==> src/rtl/window_gen_3x3_pkg.sv <==
// window_gen_3x3_pkg
// Shared defaults and helpers for the 3x3 sliding-window generator.
// Contents:
//   DEF_DATA_WIDTH / DEF_FRAC_BITS  : fixed-point pixel format of the CNN datapath
//   DEF_IMG_WIDTH / DEF_IMG_HEIGHT  : default frame geometry
//   emit_pos()                      : decides whether a pixel position completes
//                                     a window that must be emitted
// Optional feature macro: WINGEN_STRIDE2_EN (emit only every other window
// in both directions).
package window_gen_3x3_pkg;

  localparam int unsigned DEF_DATA_WIDTH = 16;
  localparam int unsigned DEF_FRAC_BITS  = 8;
  localparam int unsigned DEF_IMG_WIDTH  = 28;
  localparam int unsigned DEF_IMG_HEIGHT = 28;
  localparam int unsigned WIN_TAPS       = 9;

  // The pixel at (row, col) is the bottom-right corner of a full 3x3
  // neighbourhood once row >= 2 and col >= 2.  With stride 2 only
  // corners at even offsets from (2,2) are kept; since 2 is even this is
  // simply "row and col even".
  function automatic logic emit_pos(input int unsigned row,
                                    input int unsigned col);
    logic full_win;
    full_win = (row >= 2) && (col >= 2);
`ifdef WINGEN_STRIDE2_EN
    return full_win && (row[0] == 1'b0) && (col[0] == 1'b0);
`else
    return full_win;
`endif
  endfunction

endpackage

==> src/rtl/window_gen_3x3_line_buffer.sv <==
// window_gen_3x3_line_buffer
// One-row delay line: DEPTH entries of WIDTH bits, read and written at the
// same index.  The read is combinational and returns the value stored one
// row earlier; the write of the new value lands on the clock edge.
// Contents are intentionally not reset.
// Ports:
//   clk      : rising-edge clock
//   wr_en_i  : write wdata_i at idx_i this cycle
//   idx_i    : column index
//   wdata_i  : value to store
//   rdata_o  : value currently stored at idx_i
module window_gen_3x3_line_buffer #(
  parameter int WIDTH = 16,
  parameter int DEPTH = 28
) (
  input  logic                     clk,
  input  logic                     wr_en_i,
  input  logic [$clog2(DEPTH)-1:0] idx_i,
  input  logic [WIDTH-1:0]         wdata_i,
  output logic [WIDTH-1:0]         rdata_o
);

  logic [WIDTH-1:0] mem_q [DEPTH];

  assign rdata_o = mem_q[idx_i];

  always_ff @(posedge clk) begin
    if (wr_en_i) begin
      mem_q[idx_i] <= wdata_i;
    end
  end

endmodule

==> src/rtl/window_gen_3x3.sv <==
// window_gen_3x3
// Streaming 3x3 sliding-window generator (valid-only, no padding).
// Accepts a raster-order pixel stream and emits row-major 3x3 windows.
// Optional macro: WINGEN_STRIDE2_EN (stride-2 window emission).
// Ports:
//   clk, rst_n           : clock, synchronous active-low reset
//   in_valid/in_ready    : input handshake, in_pixel raster-order pixel
//   out_valid/out_ready  : output handshake for px0..px8
//   px0..px8             : window, px0 top-left, px8 bottom-right (newest)
//   frame_done           : one-cycle pulse after the frame's last pixel
module window_gen_3x3
  import window_gen_3x3_pkg::*;
#(
  parameter int DATA_WIDTH = DEF_DATA_WIDTH,
  parameter int IMG_WIDTH  = DEF_IMG_WIDTH,
  parameter int IMG_HEIGHT = DEF_IMG_HEIGHT
) (
  input  logic                  clk,
  input  logic                  rst_n,
  input  logic                  in_valid,
  output logic                  in_ready,
  input  logic [DATA_WIDTH-1:0] in_pixel,
  output logic                  out_valid,
  input  logic                  out_ready,
  output logic [DATA_WIDTH-1:0] px0,
  output logic [DATA_WIDTH-1:0] px1,
  output logic [DATA_WIDTH-1:0] px2,
  output logic [DATA_WIDTH-1:0] px3,
  output logic [DATA_WIDTH-1:0] px4,
  output logic [DATA_WIDTH-1:0] px5,
  output logic [DATA_WIDTH-1:0] px6,
  output logic [DATA_WIDTH-1:0] px7,
  output logic [DATA_WIDTH-1:0] px8,
  output logic                  frame_done
);

  localparam int CW = $clog2(IMG_WIDTH);
  localparam int RW = $clog2(IMG_HEIGHT);
  localparam logic [CW-1:0] COL_LAST = CW'(IMG_WIDTH - 1);
  localparam logic [RW-1:0] ROW_LAST = RW'(IMG_HEIGHT - 1);

  logic [CW-1:0]         col_q, col_d;
  logic [RW-1:0]         row_q, row_d;
  logic                  out_valid_q, out_valid_d;
  logic                  frame_done_q, frame_done_d;
  logic [DATA_WIDTH-1:0] win_q [WIN_TAPS];
  logic [DATA_WIDTH-1:0] win_d [WIN_TAPS];
  logic [DATA_WIDTH-1:0] lb0_rd, lb1_rd;
  logic [DATA_WIDTH-1:0] col_new [3];
  logic                  xfer, emit;

  // Only stall path: a held, unaccepted window blocks new input.
  assign in_ready = !out_valid_q || out_ready;
  assign xfer     = in_valid && in_ready;
  assign emit     = xfer && emit_pos(32'(row_q), 32'(col_q));

  // lb0 holds row r-1; its old content (row r-2) cascades into lb1.
  window_gen_3x3_line_buffer #(.WIDTH(DATA_WIDTH), .DEPTH(IMG_WIDTH)) u_lb0 (
    .clk     (clk),
    .wr_en_i (xfer),
    .idx_i   (col_q),
    .wdata_i (in_pixel),
    .rdata_o (lb0_rd)
  );

  window_gen_3x3_line_buffer #(.WIDTH(DATA_WIDTH), .DEPTH(IMG_WIDTH)) u_lb1 (
    .clk     (clk),
    .wr_en_i (xfer),
    .idx_i   (col_q),
    .wdata_i (lb0_rd),
    .rdata_o (lb1_rd)
  );

  // Incoming right-hand column, top to bottom.
  assign col_new[0] = lb1_rd;
  assign col_new[1] = lb0_rd;
  assign col_new[2] = in_pixel;

  // Every transfer shifts the window left, even non-emitting ones, so by
  // the time col >= 2 all three columns belong to the current row band.
  generate
    for (genvar gi = 0; gi < 3; gi++) begin : g_win_row
      assign win_d[3*gi]     = xfer ? win_q[3*gi+1] : win_q[3*gi];
      assign win_d[3*gi + 1] = xfer ? win_q[3*gi+2] : win_q[3*gi+1];
      assign win_d[3*gi + 2] = xfer ? col_new[gi]   : win_q[3*gi+2];
    end
  endgenerate

  always_comb begin
    col_d        = col_q;
    row_d        = row_q;
    frame_done_d = 1'b0;
    out_valid_d  = out_valid_q;
    if (xfer) begin
      if (col_q == COL_LAST) begin
        col_d = '0;
        row_d = (row_q == ROW_LAST) ? '0 : row_q + 1'b1;
        frame_done_d = (row_q == ROW_LAST);
      end else begin
        col_d = col_q + 1'b1;
      end
    end
    if (emit) begin
      out_valid_d = 1'b1;
    end else if (out_ready) begin
      out_valid_d = 1'b0;
    end
  end

  always_ff @(posedge clk) begin
    if (!rst_n) begin
      col_q        <= '0;
      row_q        <= '0;
      out_valid_q  <= 1'b0;
      frame_done_q <= 1'b0;
      for (int i = 0; i < WIN_TAPS; i++) begin
        win_q[i] <= '0;
      end
    end else begin
      col_q        <= col_d;
      row_q        <= row_d;
      out_valid_q  <= out_valid_d;
      frame_done_q <= frame_done_d;
      for (int i = 0; i < WIN_TAPS; i++) begin
        win_q[i] <= win_d[i];
      end
    end
  end

  assign out_valid  = out_valid_q;
  assign frame_done = frame_done_q;
  assign px0 = win_q[0];
  assign px1 = win_q[1];
  assign px2 = win_q[2];
  assign px3 = win_q[3];
  assign px4 = win_q[4];
  assign px5 = win_q[5];
  assign px6 = win_q[6];
  assign px7 = win_q[7];
  assign px8 = win_q[8];

endmodule

==> config.mk <==
export PLATFORM = sky130hd
export DESIGN_NAME = window_gen_3x3
export DESIGN_NICKNAME = d
export VERILOG_FILES = /design/src/rtl/window_gen_3x3_pkg.sv /design/src/rtl/window_gen_3x3_line_buffer.sv /design/src/rtl/window_gen_3x3.sv
export SDC_FILE = /design/constraint.sdc
export NUM_CORES = 1
export LEC_CHECK = 0
export ABC_CLOCK_PERIOD_IN_PS = 4500
export CAP_MARGIN = 10
export CORE_MARGIN = 2
export CORE_UTILIZATION = 30
export CTS_CLUSTER_SIZE = 16
export DETAILED_ROUTE_END_ITERATION = 16
export SYNTH_ARGS = -nofsm -noshare
export SYNTH_HDL_FRONTEND = slang
export SYNTH_HIERARCHICAL = 1
export SYNTH_SLANG_ARGS = --single-unit
==> constraint.sdc <==
create_clock -name clk -period 4.5 [get_ports clk]
set_clock_uncertainty 0.2 [all_clocks]
set_input_delay 0.9 -clock clk [delete_from_list [all_inputs] [get_ports clk]]
set_output_delay 0.9 -clock clk [all_outputs]
set_load 0.05 [all_outputs]
# Yosys cells after proc, flatten, opt, wreduce, memory -nomap -nowiden
# Memory sizes are Yosys's and may differ from the RTL's. A register that Yosys moved wholly into a read port is not among the register bits.
# Index checks and enable logic that the tools add are counted.
# Widths: inputs -> output; s select.
[op_classes] n_addsub=2 n_lt_le_gt_ge=2 n_eq_ne=2 mux=30 n_bitwise=9 n_reduce_logical=8
[op_table] op="$mux 16" count=18
[op_table] op="$mux 5" count=6
[op_table] op="$add 5x1->5 const B" count=2
[op_table] op="$eq 5x5->1 const B" count=2
[op_table] op="$ge 5x2->1 const B" count=2
[op_table] op="$or 1x1->1" count=9
[op_table] op="$mux 1" count=6
[op_table] op="$logic_and 1x1->1" count=3
[op_table] op="$reduce_and 3->1" count=1
[op_table] op="$reduce_and 2->1" count=1
[op_table] op="$reduce_bool 2->1" count=1
[op_table] op="$logic_not 1->1" count=1
[op_table] op="$logic_or 1x1->1" count=1
[word_totals] register_bits=12 ramBits=1040 inputBits=20 word_cells=60 n_memories=3
[mem_list] name="u_lb0.mem_q" depth=28 word_bits=16 read_ports=1 rd_ports_with_merged_regs=1 wr=1 line_no="window_gen_3x3_line_buffer.sv:23" source="logic [WIDTH-1:0] mem_q [DEPTH];"
[mem_list] name="u_lb1.mem_q" depth=28 word_bits=16 read_ports=1 rd_ports_with_merged_regs=1 wr=1 line_no="window_gen_3x3_line_buffer.sv:23"
[mem_list] name="win_q" depth=9 word_bits=16 read_ports=9 rd_ports_with_merged_regs=0 wr=9 line_no="window_gen_3x3.sv:46" source="logic [DATA_WIDTH-1:0] win_q [WIN_TAPS];"

# Depth between registers and ports, before layout
[logic_depth] word_depth=5 depth_mapped=10 mapped_depth_nobuf=6

# Cells and area by module
# The synthesis kept the hierarchy.
[by_module_without_submodules] module="window_gen_3x3_line_buffer" instances=2 cells_per_inst=873 area_per_inst_um2=17394.2 seq_area_each_um2=13452.9
[by_module_without_submodules] module="window_gen_3x3" instances=1 cells_per_inst=695 area_per_inst_um2=6062.1 seq_area_each_um2=3123.0

# Least setup slack after synthesis
# No wires, ideal clock.
[synth_timing] kind="input-to-reg" start="input port out_ready" end="memory u_lb0.mem_q[16][0], enable pin" setup_ns=0.409 t_arrival_ns=3.380 required_ns=3.891 path_slack_ns=0.510 stages=8 n_path_buf=2 cell_sequence="nor2b_4 > inv_2 > nand2_1 > inv_2 > buf_2 > or3b_2 > clkbuf_1 > nor3_1"
[synth_between] elab_chain_cells=4
[synth_lines] element="start, declared" line_no="window_gen_3x3.sv:24" source="input logic out_ready,"
[synth_lines] element="$logic_or 1x1->1" line_no="window_gen_3x3.sv:53" source="assign in_ready = !out_valid_q || out_ready;"
[synth_lines] element="via in_ready" line_no="window_gen_3x3.sv:21" source="output logic in_ready,"
[synth_lines] element="$logic_and 1x1->1" line_no="window_gen_3x3.sv:54" source="assign xfer = in_valid && in_ready;"
[synth_lines] element="via xfer" line_no="window_gen_3x3.sv:50" source="logic xfer, emit;"
[synth_lines] element="$mux 1" line_no="window_gen_3x3_line_buffer.sv:28" source="if (wr_en_i) begin"
[synth_lines] element="$mux 1 (implied by the code)" line_no="window_gen_3x3_line_buffer.sv:29" source="mem_q[idx_i] <= wdata_i;"
[synth_lines] element="end, declared" line_no="window_gen_3x3_line_buffer.sv:23"
# The timed path passes the listed nets, and every way through them passes these cells.

==> reports/metrics.cfg <==
[power_and_ir_drop]
clkPwrFrac=0.406
peakVddDrop_uv=268
power_frac_seq=0.527
switching_share=0.222
p_per_area_nw_per_um2=428
internal-power_mw=16.0
power_frac_comb=0.067
p_sw_mw=4.57
p_leak_nw=14.8
power_mw=20.6

[worst_setup_path]
max_stage_delay_ns=0.81
critical-path-slowest-cell=dfxtp_4
cp_max_fo=50
rrSetupSlack_ns=0.94
critPathLaunchType=flip-flop
path_class=flip-flop to flip-flop
r2r_start=col_q[1]
r2r-end=win_q[0][47]
r2r_cells=8
crit_chain=buf_12, buf_4, mux4_2, a22oi_1, o22ai_1, or3_1, nand2_1, a21boi_0
critPathCaptureType=flip-flop
required_ns=4.86
cp.arrival_ns=3.92

[clock_tree]
path_clk_slew_ns=0.06
insertion_delay_ns=0.68
clockBufferDepth=3
cts_tree=built
cts-resized-gates=0
h-tree-depth=3
root_buffer=clkbuf_16
cts_hold_buf=0
clock-sinks=1052
cts_inserted_buffers=98
post_cts_buffers=0

[min_path]
hold_depth=2
min_from=win_q[0][11]
holdCritPathClass=flip-flop to flip-flop
min_to=win_q[0][11]

[sta]
worst_slack_ns=0.940
hold_viol_final=0
min_period_ns=3.56
timing.slew.headroom=0.105
setup_viol=0
drv_slew=0
fmax_mhz=281
final.setup.tns_ns=0
rsz0062_at_grt=false
tightest_slew_ns=1.34
hold_ws_ns=0.249
finalCritPeriodShare=0.791

[layout]
n_fill_cell=12600
final_common_cell=edfxtp_1
fin_area_um2=48100
drive_above_1_share=0.149
stdcell_count=4539
layout_common_cells=edfxtp_1, nand2_1, mux2i_1
final_core_util=0.355
multi_input_area_um2=9910
area_delta_synth_final_pct=17.7
seqCellArea_um2=30000
nNetsFinal=2700

[yosys]
syn_area_per_cell_um2=16.7
ys_async_sr_fraction=0
synth_edf_count=896
yosysWarnings=6
syn-cell-area_um2=40900
synth_seq_cells=1052
synthTopCellsByArea=edfxtp_1, dfxtp_1, mux2i_1
ys.flop_type=edfxtp_1
yosysTopAreaCell=edfxtp_1
netlist_instances=2441
synth_top_area_frac=0.659
seq_area_frac_synth=0.735
netlist-cell-type-count=54
syn-num-nets=2465

[floorplanning]
fp.dieH_um=373
rows=135
fp.dieW_um=373
die_area_um2=139000
initial_core_util=0.302
ioPinCount=167
coreArea_um2=135000

[placement]
gp_congestion=0.832
placed_area_um2=44900
hpwl_mm=63.4
dpl.cell_count=4357
place_ws_ns=0.745
io_buffer_count=166

[drt]
wl_per_cell_um=22.6
avgViaCountPerCell=4.93
via_count=22400
drt_iter0_markers=2086
drt-pass1-iter-count=5
ant_nets=0
routed_wl_mm=102
drc=0

[grt]
grt_max_degree=147
grt_overflow=0
grt_usage=0.144
grt_pass1_vias=21700
antenna_found_initial=1
grt_pass1_wl_mm=150

[run]
max_cap_viol_count=0

[run_status]
outcome=completed

synth_stat cells, types with 3 or more instances:
cell	number
a21boi_0	115
a21boi_1	29
a21oi_1	4
a22o_1	4
a22oi_1	54
and3_1	3
buf_2	62
buf_4	24
buf_6	21
clkbuf_1	35
clkbuf_8	7
dfxtp_1	156
edfxtp_1	896
ha_1	4
inv_1	4
mux2i_1	282
mux4_1	6
mux4_2	82
nand2_1	309
nand2b_1	4
nand3_1	13
nand3b_1	11
nand4_1	3
nor2_1	54
nor2b_1	11
nor3_1	8
nor4_1	52
o21ai_0	3
o22ai_1	118
o22ai_2	20
or3_1	6
or3b_1	4
critical path: cells and delay by family (launching register included):
kind                   cells  cell delay, ns
AND/OR/NAND/NOR            2            0.49
multiplexers               1            0.43
flip-flops                 1            0.81
buffers and inverters      2            1.00
AO/OA/AOI/OAI              3            0.40
registers in the layout, summed over array words and instances (netlist names):
name and count:
u_lb0/mem_q 448, row_q 5, win_q 144, col_q 5
u_lb1/mem_q 448, out_valid 1, frame_done 1
power by group through the flow:
stage / combinational, mW / clock, mW / sequential (mW)
floorplan: 0.653 / 0 / 11.2
global placement: 1.38 / 0 / 11.1
detailed placement: 1.39 / 0 / 11.1
CTS: 1.39 / 8.52 / 10.9
global route: 1.45 / 8.90 / 10.9
finish: 1.37 / 8.36 / 10.9
area by class of cell:
cell class | count | area share
Sequential cell | 1052 | 0.625
Timing Repair Buffer | 288 | 0.0555
Inverter | 6 | 0.000572
Clock buffer | 129 | 0.0554
Tap cell | 1781 | 0.0463
Clock inverter | 52 | 0.0113
Antenna cell | 1 | 0.0000520
Multi-Input combinational cell | 1230 | 0.206
per-layer routing:
metal  wire length, um  track usage  vias up  share of wire
li1                  -            -     9996              -
met1             43600        0.192    11600           0.43
met2             51200        0.245      682           0.50
met3              5260       0.0199      131          0.051
met4              2370       0.0390        0          0.023
met5                 0            0        -              0
worst max path at each step:
stage,start,to,slack [ns]
after floorplan,out_ready,u_lb0/mem_q[16][0],0.51
after global placement,out_ready,u_lb0/mem_q[24][10],0.78
after detailed placement,out_ready,u_lb0/mem_q[24][6],0.75
after CTS,col_q[1],win_q[0][47],0.96
after global routing,col_q[1],win_q[0][47],0.83
final,col_q[1],win_q[0][47],0.94
cell families after synthesis:
logic type | count (synthesis) | share of synthesized area
compound gates | 358 | 0.0644
flops | 1052 | 0.735
mux | 372 | 0.119
simple gates | 496 | 0.0555
fa+ha+maj | 4 | 0.00123
buf+inv | 159 | 0.0251
Note: power is estimated with default switching activity, not from simulation.
